`src/rtl/restador_serie_param_pkg.sv`:
```
// Shared types and default sizing for the serial subtractor.
package restador_pkg;

    // Control states: idle, chunk-by-chunk subtraction, one-cycle completion.
    typedef enum logic [1:0] {
        REPOSO   = 2'd0,
        RESTANDO = 2'd1,
        FIN      = 2'd2
    } estado_t;

    localparam int ANCHO_DEF = 16;
    localparam int PASO_DEF  = 4;

endpackage

```
`src/rtl/restador_serie_param_if.sv`:
```
// Operand/result bundle of the serial subtractor.
//
// Handshake: the consumer accepts a request on the rising edge where it is
// idle and inicio=1; A, B and Bin are captured on that edge only. ocupado is
// high while the subtraction runs; listo pulses for exactly one cycle and
// Resultado/Borrow/Desborde/Cero are valid from that cycle until the next
// completion. Requests made while busy are dropped, not queued.
interface restador_serie_param_if
    import restador_pkg::*;
#(
    parameter int ANCHO = ANCHO_DEF
);
    logic             inicio;
    logic [ANCHO-1:0] A;
    logic [ANCHO-1:0] B;
    logic             Bin;
    logic [ANCHO-1:0] Resultado;
    logic             Borrow;
    logic             Desborde;
    logic             Cero;
    logic             ocupado;
    logic             listo;

    modport master (
        output inicio, A, B, Bin,
        input  Resultado, Borrow, Desborde, Cero, ocupado, listo
    );

    modport slave (
        input  inicio, A, B, Bin,
        output Resultado, Borrow, Desborde, Cero, ocupado, listo
    );
endinterface

```
`src/rtl/restador_serie_param_bloque.sv`:
```
// PASO-bit combinational subtractor slice: d = a - b - bin, bout = borrow out.
module restador_bloque #(
    parameter int PASO = 4
) (
    input  logic [PASO-1:0] a,
    input  logic [PASO-1:0] b,
    input  logic            bin,
    output logic [PASO-1:0] d,
    output logic            bout
);
    logic [PASO:0] w_dif;

    // One extra bit catches the borrow: it goes high exactly when a < b + bin.
    assign w_dif = {1'b0, a} - {1'b0, b} - {{PASO{1'b0}}, bin};
    assign d     = w_dif[PASO-1:0];
    assign bout  = w_dif[PASO];
endmodule

```
`src/rtl/restador_serie_param.sv`:
```
// Multi-cycle subtractor: A - B - Bin over ANCHO bits, PASO bits per clock,
// borrow carried between chunks in a register so the combinational borrow
// path never exceeds one slice.
module restador_serie_param
    import restador_pkg::*;
#(
    parameter int ANCHO = ANCHO_DEF,
    parameter int PASO  = PASO_DEF
) (
    input  logic                   clk,
    input  logic                   rst_n,
    restador_serie_param_if.slave  bus,
    output estado_t                o_estado
);
    localparam int N  = ANCHO / PASO;
    localparam int CW = (N > 1) ? $clog2(N) : 1;
    localparam logic [CW-1:0] ULTIMO = CW'(N - 1);

    if ((PASO < 1) || (ANCHO % PASO != 0)) begin : g_chk_paso
        $error("restador_serie_param: PASO must divide ANCHO");
    end

    estado_t          r_estado, w_estado_sig;
    logic [ANCHO-1:0] r_a, r_b, r_acc, r_resultado, w_res;
    logic [CW-1:0]    r_cnt;
    logic             r_borrow, r_borrow_fin, r_desborde, r_cero;
    logic [PASO-1:0]  w_a_trozo, w_b_trozo, w_d;
    logic             w_bout, w_acepta, w_ultimo;

    assign w_acepta = (r_estado == REPOSO) && bus.inicio;
    assign w_ultimo = (r_cnt == ULTIMO);

    // Select chunk r_cnt of the latched operands, and form the accumulator
    // with this cycle's chunk result merged in.
    always_comb begin
        w_a_trozo = '0;
        w_b_trozo = '0;
        w_res     = r_acc;
        for (int k = 0; k < N; k++) begin
            if (r_cnt == CW'(k)) begin
                w_a_trozo = r_a[k*PASO +: PASO];
                w_b_trozo = r_b[k*PASO +: PASO];
                w_res[k*PASO +: PASO] = w_d;
            end
        end
    end

    restador_bloque #(.PASO(PASO)) u_bloque (
        .a    (w_a_trozo),
        .b    (w_b_trozo),
        .bin  (r_borrow),
        .d    (w_d),
        .bout (w_bout)
    );

    // State register.
    always_ff @(posedge clk or negedge rst_n) begin
        if (!rst_n) r_estado <= REPOSO;
        else        r_estado <= w_estado_sig;
    end

    // Next-state logic: accept, run N chunk cycles, one FIN cycle.
    always_comb begin
        w_estado_sig = r_estado;
        case (r_estado)
            REPOSO:   if (bus.inicio) w_estado_sig = RESTANDO;
            RESTANDO: if (w_ultimo)   w_estado_sig = FIN;
            FIN:                      w_estado_sig = REPOSO;
            default:                  w_estado_sig = REPOSO;
        endcase
    end

    // Datapath: capture on accept, one chunk per RESTANDO cycle, publish
    // result and flags only on the final chunk so outputs hold otherwise.
    always_ff @(posedge clk or negedge rst_n) begin
        if (!rst_n) begin
            r_a          <= '0;
            r_b          <= '0;
            r_acc        <= '0;
            r_cnt        <= '0;
            r_borrow     <= 1'b0;
            r_resultado  <= '0;
            r_borrow_fin <= 1'b0;
            r_desborde   <= 1'b0;
            r_cero       <= 1'b0;
        end else if (w_acepta) begin
            r_a      <= bus.A;
            r_b      <= bus.B;
            r_borrow <= bus.Bin;
            r_cnt    <= '0;
            r_acc    <= '0;
        end else if (r_estado == RESTANDO) begin
            r_acc    <= w_res;
            r_borrow <= w_bout;
            r_cnt    <= r_cnt + 1'b1;
            if (w_ultimo) begin
                r_resultado  <= w_res;
                r_borrow_fin <= w_bout;
                r_desborde   <= (r_a[ANCHO-1] != r_b[ANCHO-1]) &&
                                (w_res[ANCHO-1] != r_a[ANCHO-1]);
                r_cero       <= (w_res == '0);
            end
        end
    end

    assign bus.Resultado = r_resultado;
    assign bus.Borrow    = r_borrow_fin;
    assign bus.Desborde  = r_desborde;
    assign bus.Cero      = r_cero;
    assign bus.ocupado   = (r_estado == RESTANDO);
    assign bus.listo     = (r_estado == FIN);
    assign o_estado      = r_estado;
endmodule
```
`src/flat_wrapper.sv`:
```
// flat-port wrapper written by rule: the top's interface ports become plain ports
module restador_serie_param_flat import restador_pkg::*;
#(
    parameter int ANCHO = ANCHO_DEF,
    parameter int PASO  = PASO_DEF
)
  (clk, rst_n, o_estado, bus_inicio, bus_A, bus_B, bus_Bin, bus_Resultado, bus_Borrow, bus_Desborde, bus_Cero, bus_ocupado, bus_listo);
  restador_serie_param_if #(.ANCHO(ANCHO)) bus_i ();
  input  logic clk;
  input  logic rst_n;
  output estado_t o_estado;
  input wire logic [$bits(bus_i.inicio)-1:0] bus_inicio;
  input wire logic [$bits(bus_i.A)-1:0] bus_A;
  input wire logic [$bits(bus_i.B)-1:0] bus_B;
  input wire logic [$bits(bus_i.Bin)-1:0] bus_Bin;
  output wire logic [$bits(bus_i.Resultado)-1:0] bus_Resultado;
  output wire logic [$bits(bus_i.Borrow)-1:0] bus_Borrow;
  output wire logic [$bits(bus_i.Desborde)-1:0] bus_Desborde;
  output wire logic [$bits(bus_i.Cero)-1:0] bus_Cero;
  output wire logic [$bits(bus_i.ocupado)-1:0] bus_ocupado;
  output wire logic [$bits(bus_i.listo)-1:0] bus_listo;
  assign bus_i.inicio = bus_inicio;
  assign bus_i.A = bus_A;
  assign bus_i.B = bus_B;
  assign bus_i.Bin = bus_Bin;
  assign bus_Resultado = bus_i.Resultado;
  assign bus_Borrow = bus_i.Borrow;
  assign bus_Desborde = bus_i.Desborde;
  assign bus_Cero = bus_i.Cero;
  assign bus_ocupado = bus_i.ocupado;
  assign bus_listo = bus_i.listo;
  restador_serie_param #(.ANCHO(ANCHO), .PASO(PASO)) u_core (.clk(clk), .rst_n(rst_n), .bus(bus_i), .o_estado(o_estado));
endmodule
```
`config.mk`:
```
export PLATFORM = sky130hd
export DESIGN_NAME = restador_serie_param_flat
export DESIGN_NICKNAME = d
export VERILOG_FILES = /design/src/rtl/restador_serie_param_pkg.sv /design/src/rtl/restador_serie_param_if.sv /design/src/rtl/restador_serie_param_bloque.sv /design/src/rtl/restador_serie_param.sv /design/src/flat_wrapper.sv
export SDC_FILE = /design/constraint.sdc
export NUM_CORES = 1
export LEC_CHECK = 0
export CAP_MARGIN = 10
export CORE_UTILIZATION = 57
export CTS_CLUSTER_SIZE = 12
export DETAILED_ROUTE_END_ITERATION = 12
export PLACE_DENSITY_LB_ADDON = 0.05
export SKIP_CTS_REPAIR_TIMING = 1
export SLEW_MARGIN = 40
export SYNTH_ARGS = -nofsm -noshare
export SYNTH_HDL_FRONTEND = slang
export SYNTH_SLANG_ARGS = --single-unit
```
`constraint.sdc`:
```
create_clock -name clk -period 7.11 [get_ports clk]
set_clock_uncertainty 0.1 [all_clocks]
set_input_delay 1.422 -clock clk [delete_from_list [all_inputs] [get_ports clk]]
set_output_delay 1.422 -clock clk [all_outputs]
set_load 0.005 [all_outputs]
```
* Yosys cells after proc, flatten, opt, wreduce, memory -nomap -nowiden *
Cells that the tools add are included.

storage, ports and cells
  bits in read-only memories = 0
  memories kept = 0
  bits in writable memories = 0
  word-level logic and storage cells = 52
  output and inout port bits = 23
  input bits = 36
  bits in latches = 0
  flip-flop bits (word level) = 72

operators by class
  order comparisons = 0
  shift operators = 0
  mux-type cells = 21
  equal/unequal tests = 9
  reduce and logical (&&, ||, !) cells = 8
  bitwise logic cells = 1
  $mul = 0
  add/sub/neg operators = 3
  divide/modulo/power cells = 0

operators by type and width
  operator             count
  $mux 4               12
  $mux 16              2
  $logic_not 16->1     1
  $mux 2               4
  $eq 2x2->1 const B   3
  $sub 4x4->5          1
  $sub 5x1->5          1
  $eq 2x1->1 const B   2
  $logic_not 2->1      2
  $pmux 2 s2           1
  $reduce_and 3->1     1
  $add 2x1->2 const B  1
  $logic_and 1x1->1    2
  $mux 1               2
  $ne 1x1->1           2
  $ne 2x1->1 const B   1
  $ne 2x2->1 const B   1
  $reduce_and 2->1     1
  $reduce_bool 2->1    1
  $not 1->1            1

* Depth between registers and ports, before layout *
  word-level depth = 10
  depth in mapped cells = 17
  depth with buffers taken out = 15

* Hierarchy *
Synthesis repeated with hierarchy kept, for this count alone.

second synthesis, totals
  cells, all modules = 279
  area total of the unflattened synthesis = 3383.2 sq um

by module, submodules not included
  module                cells an instance  sequential area each (sq um)  instances  area each (sq um)
  restador_serie_param  255                1726.7                        1          3175.5
  restador_bloque       24                 0.0                           1          207.7

* Least setup slack after synthesis *
Ideal clock, no wire load.

  path type = reg2reg
  start = register u_core.r_cnt[0]
  end = register u_core.r_cero (netlist: u_core.bus.Cero)
  arrival = 3.727 ns
  buffers on the path = 2
  required time = 6.936 ns
  setup time = 0.074 ns
  clock period less this slack = 3.901 ns
  cell stages (with the launch flop) = 17
  path slack = 3.209 ns
  cells stage by stage = dfrtp_1 -> inv_1 -> ha_1 -> clkbuf_1 -> buf_1 -> nand3_1 -> a21oi_1 -> a21oi_1 -> o21ai_0 -> fa_1 -> inv_1 -> fa_1 -> xnor2_1 -> nor2_1 -> or4_1 -> a2111o_1 -> o21ai_2

on the way
  cells in the longest elaborated chain, start to end = 9
  elaborated cells on any way between the ends = 20
  those cells by class = add/sub (2); eq/ne (3); mux (12); reduce/logical (3)

RTL lines
  what                      line                               text
  start: declaration        restador_serie_param.sv:25         logic [CW-1:0] r_cnt;
  start signal: assignment  restador_serie_param.sv:95         r_cnt <= r_cnt + 1'b1;
  $logic_not 2->1           restador_serie_param.sv:40         if (r_cnt == CW'(k)) begin
  $mux 4 (4 in series)      restador_serie_param.sv:40
  $sub 4x4->5               restador_serie_param_bloque.sv:14  assign w_dif = {1'b0, a} - {1'b0, b} - {{PASO{1'b0}}, bin};
  $sub 5x1->5               restador_serie_param_bloque.sv:14
  $mux 4                    restador_serie_param.sv:40
  $logic_not 16->1          restador_serie_param.sv:101        r_cero <= (w_res == '0);
  end signal: assignment    restador_serie_param.sv:101
  end: declaration          restador_serie_param.sv:26         logic r_borrow, r_borrow_fin, r_desborde, r_cero;

Several ways; a longest one is shown, not always the timed one.
A chain may end at the register's enable or synchronous reset.

* Worst setup path after layout *
Same ends and word-level chain as after synthesis.

==> summary.txt <==
status = finished, final reports clean
PortBufs = 58
setup TNS = 0 ns
post-DP HPWL = 5530 um
layout cells sized above 1 = 14.9%
root buf cell = clkbuf_8
antenna fix cells = 0
Final ANT Viol Nets = 0
global-route usage over all layers = 27.8%
Rel. slew slack = 47.0%
Crit Path Category = register to register
flop-to-flop setup slack = 2.73 ns
Yosys Warn Count = 0
syn_nets = 385
core area = 5680 um^2
max_cap viols = 0
Post-Route WL = 7860 um
CP max FO = 22
post-synth cell types = 49
die height = 79.8 um
top post-synthesis cells by count = dfrtp_1, nand2_1, mux2_2, a21oi_1, o21ai_0
Final Critical Period = 4.38 ns
slack of the critical path = 2.73 ns
Die ar. = 6360 um^2
fin util = 75.2%
post-synthesis cell count = 339
Worst Setup Start Kind = register
worst slew pin tran = 0.796 ns
largest net degree at the start of global routing = 70
first-pass GRT wire length = 13100 um
initial antenna violation count = 0
drt drc = 0
syn_area_per_cell = 10.2 um^2
# H-tree levels = 3
clock sink total = 69
final worst-path cycle share = 61.6%
final hold viol count = 0
top-area cell type share of the netlist area = 50.1%
Fill cells = 412
Area Overhead vs Synth = 23.8%
First-pass DRT Iterations = 4
Synth Register Bits = 69
Initial Utilization = 60.7%
worst-skew pair later-pin latency = 0.35 ns
Hold Path Class = register to register
f_max = 0.228 GHz
sequential area share after synthesis = 50.1%
WL/cell = 16.8 um
most numerous cell in the Yosys netlist = dfrtp_1
GRT overflow = 0
Placer Congestion = 0.888
width of the chip = 79.8 um
CP Capture Type = register
vias per inst = 5.80
IO Pins = 59
Post-synth EDFFs = 0
Worst EP required = 7.29 ns
Data arrival, critical path = 4.56 ns
Mapped Area = 3450 um^2
CTS tree = yes
RSZ-0062 raised after global routing = no
Yosys top cell by area = dfrtp_1
clk buf depth = 2
dpl ws = 2.74 ns
Area contributors post-synth = dfrtp_1, mux2_2, a21oi_1
via count = 2709
DR iter-0 viols = 270
# rows = 27
final setup vio count = 0
clock slew at reported path FFs = 0.07 ns
main flop type after synthesis = dfrtp_1
Slew Limit Fails = 0
final net count = 436
total CTS buffers = 9
Async S/R FF share, synth = 100%
via count of the first global-routing pass = 2723
-- per-layer routing --
metal  share of wire [%]  up-vias  GRT usage (%)
met5                   0        -              0
met4                 4.4        0           16.1
met1                  45     1294           36.2
met3                 5.1       27           5.14
li1                    -     1290              -
met2                  46       98           43.5
-- placed cells by master (no fill, tap or decap), types with 4 or more instances in the layout --
cell             instances
clkdlybuf4s50_1         57
nand2_1                 42
dfrtp_1                 69
nor2_1                  17
nor2b_1                 10
mux2_2                  35
ha_1                     6
nand3b_1                 4
nand2b_1                 4
inv_1                   10
a21oi_1                 34
o21ai_0                 31
clkbuf_8                 9
nand3_1                  6
a22o_1                   5
-- worst max-delay path, cell delays in order, from the launching register on --
cell      delay [ns]
dfrtp_1         0.43
inv_1           0.11
ha_1            0.68
nand3_1         0.14
a21oi_1         0.20
a21oi_1         0.06
o21ai_0         0.26
fa_1            0.23
inv_1           0.07
fa_1            0.43
xnor2_1         0.53
nor2_1          0.11
or4_1           0.54
a2111o_1        0.31
o21ai_2         0.12
-- metrics by stage --
step,area (um^2),hold slack (ns),cells
final,4270,0.375,467
after global routing,4270,0.402,467
after CTS,4260,0.381,467
after detailed placement,4050,0.363,451
after global placement,4040,0.361,451
after floorplan,3450,0.342,339
-- state kept, by name (all words and copies together), names as in the netlist --
register	cells
u_core.r_b	16
u_core.r_a	16
u_core.bus.Cero	1
u_core.o_estado	2
u_core.bus.Resultado	16
u_core.bus.Borrow	1
u_core.r_borrow	1
u_core.r_acc	13
u_core.r_cnt	2
u_core.bus.Desborde	1
-- final timing paths --
kind                                                             end  depth (start not counted)                                  from
worst min register to register  u_core.bus.Resultado[13]$_DFFE_PN0P_                          2  u_core.bus.Resultado[13]$_DFFE_PN0P_
max in group asynchronous                 u_core.r_a[15]$_DFFE_PN0P_                          2                                 rst_n
min in group asynchronous        u_core.bus.Resultado[0]$_DFFE_PN0P_                          2                                 rst_n
worst max register to register           u_core.bus.Cero$_DFFE_PN0P_                         14           u_core.r_cnt[0]$_DFFE_PN0P_
worst max-delay path                     u_core.bus.Cero$_DFFE_PN0P_                         14           u_core.r_cnt[0]$_DFFE_PN0P_
worst min-delay path            u_core.bus.Resultado[13]$_DFFE_PN0P_                          2  u_core.bus.Resultado[13]$_DFFE_PN0P_
-- logic make-up (layout without fill, tap and decap cells) --
kind of cell / after synthesis / in the layout / synth area share [%]
simple gates: 98 / 98 / 13.8
compound gates: 91 / 91 / 15.8
flops: 69 / 69 / 50.1
mux: 36 / 36 / 11.7
buf+inv: 32 / 88 / 3.81
fa+ha+maj: 10 / 10 / 4.07
xor+xnor: 3 / 3 / 0.762
-- final cells by class --
class                           instances  area, um^2  share of cell area [%]
Sequential cell                        69        1730                    40.5
Multi-Input combinational cell        238        1600                    37.4
Inverter                               12        45.0                    1.06
Clock inverter                          6        87.6                    2.05
Timing Repair Buffer                   60         594                    13.9
Tap cell                               72        90.1                    2.11
Clock buffer                           10         128                    2.99
Power is left out: the tool's default activity adds up to more than one toggle a clock period on the data nets, which glitch-free logic cannot reach.
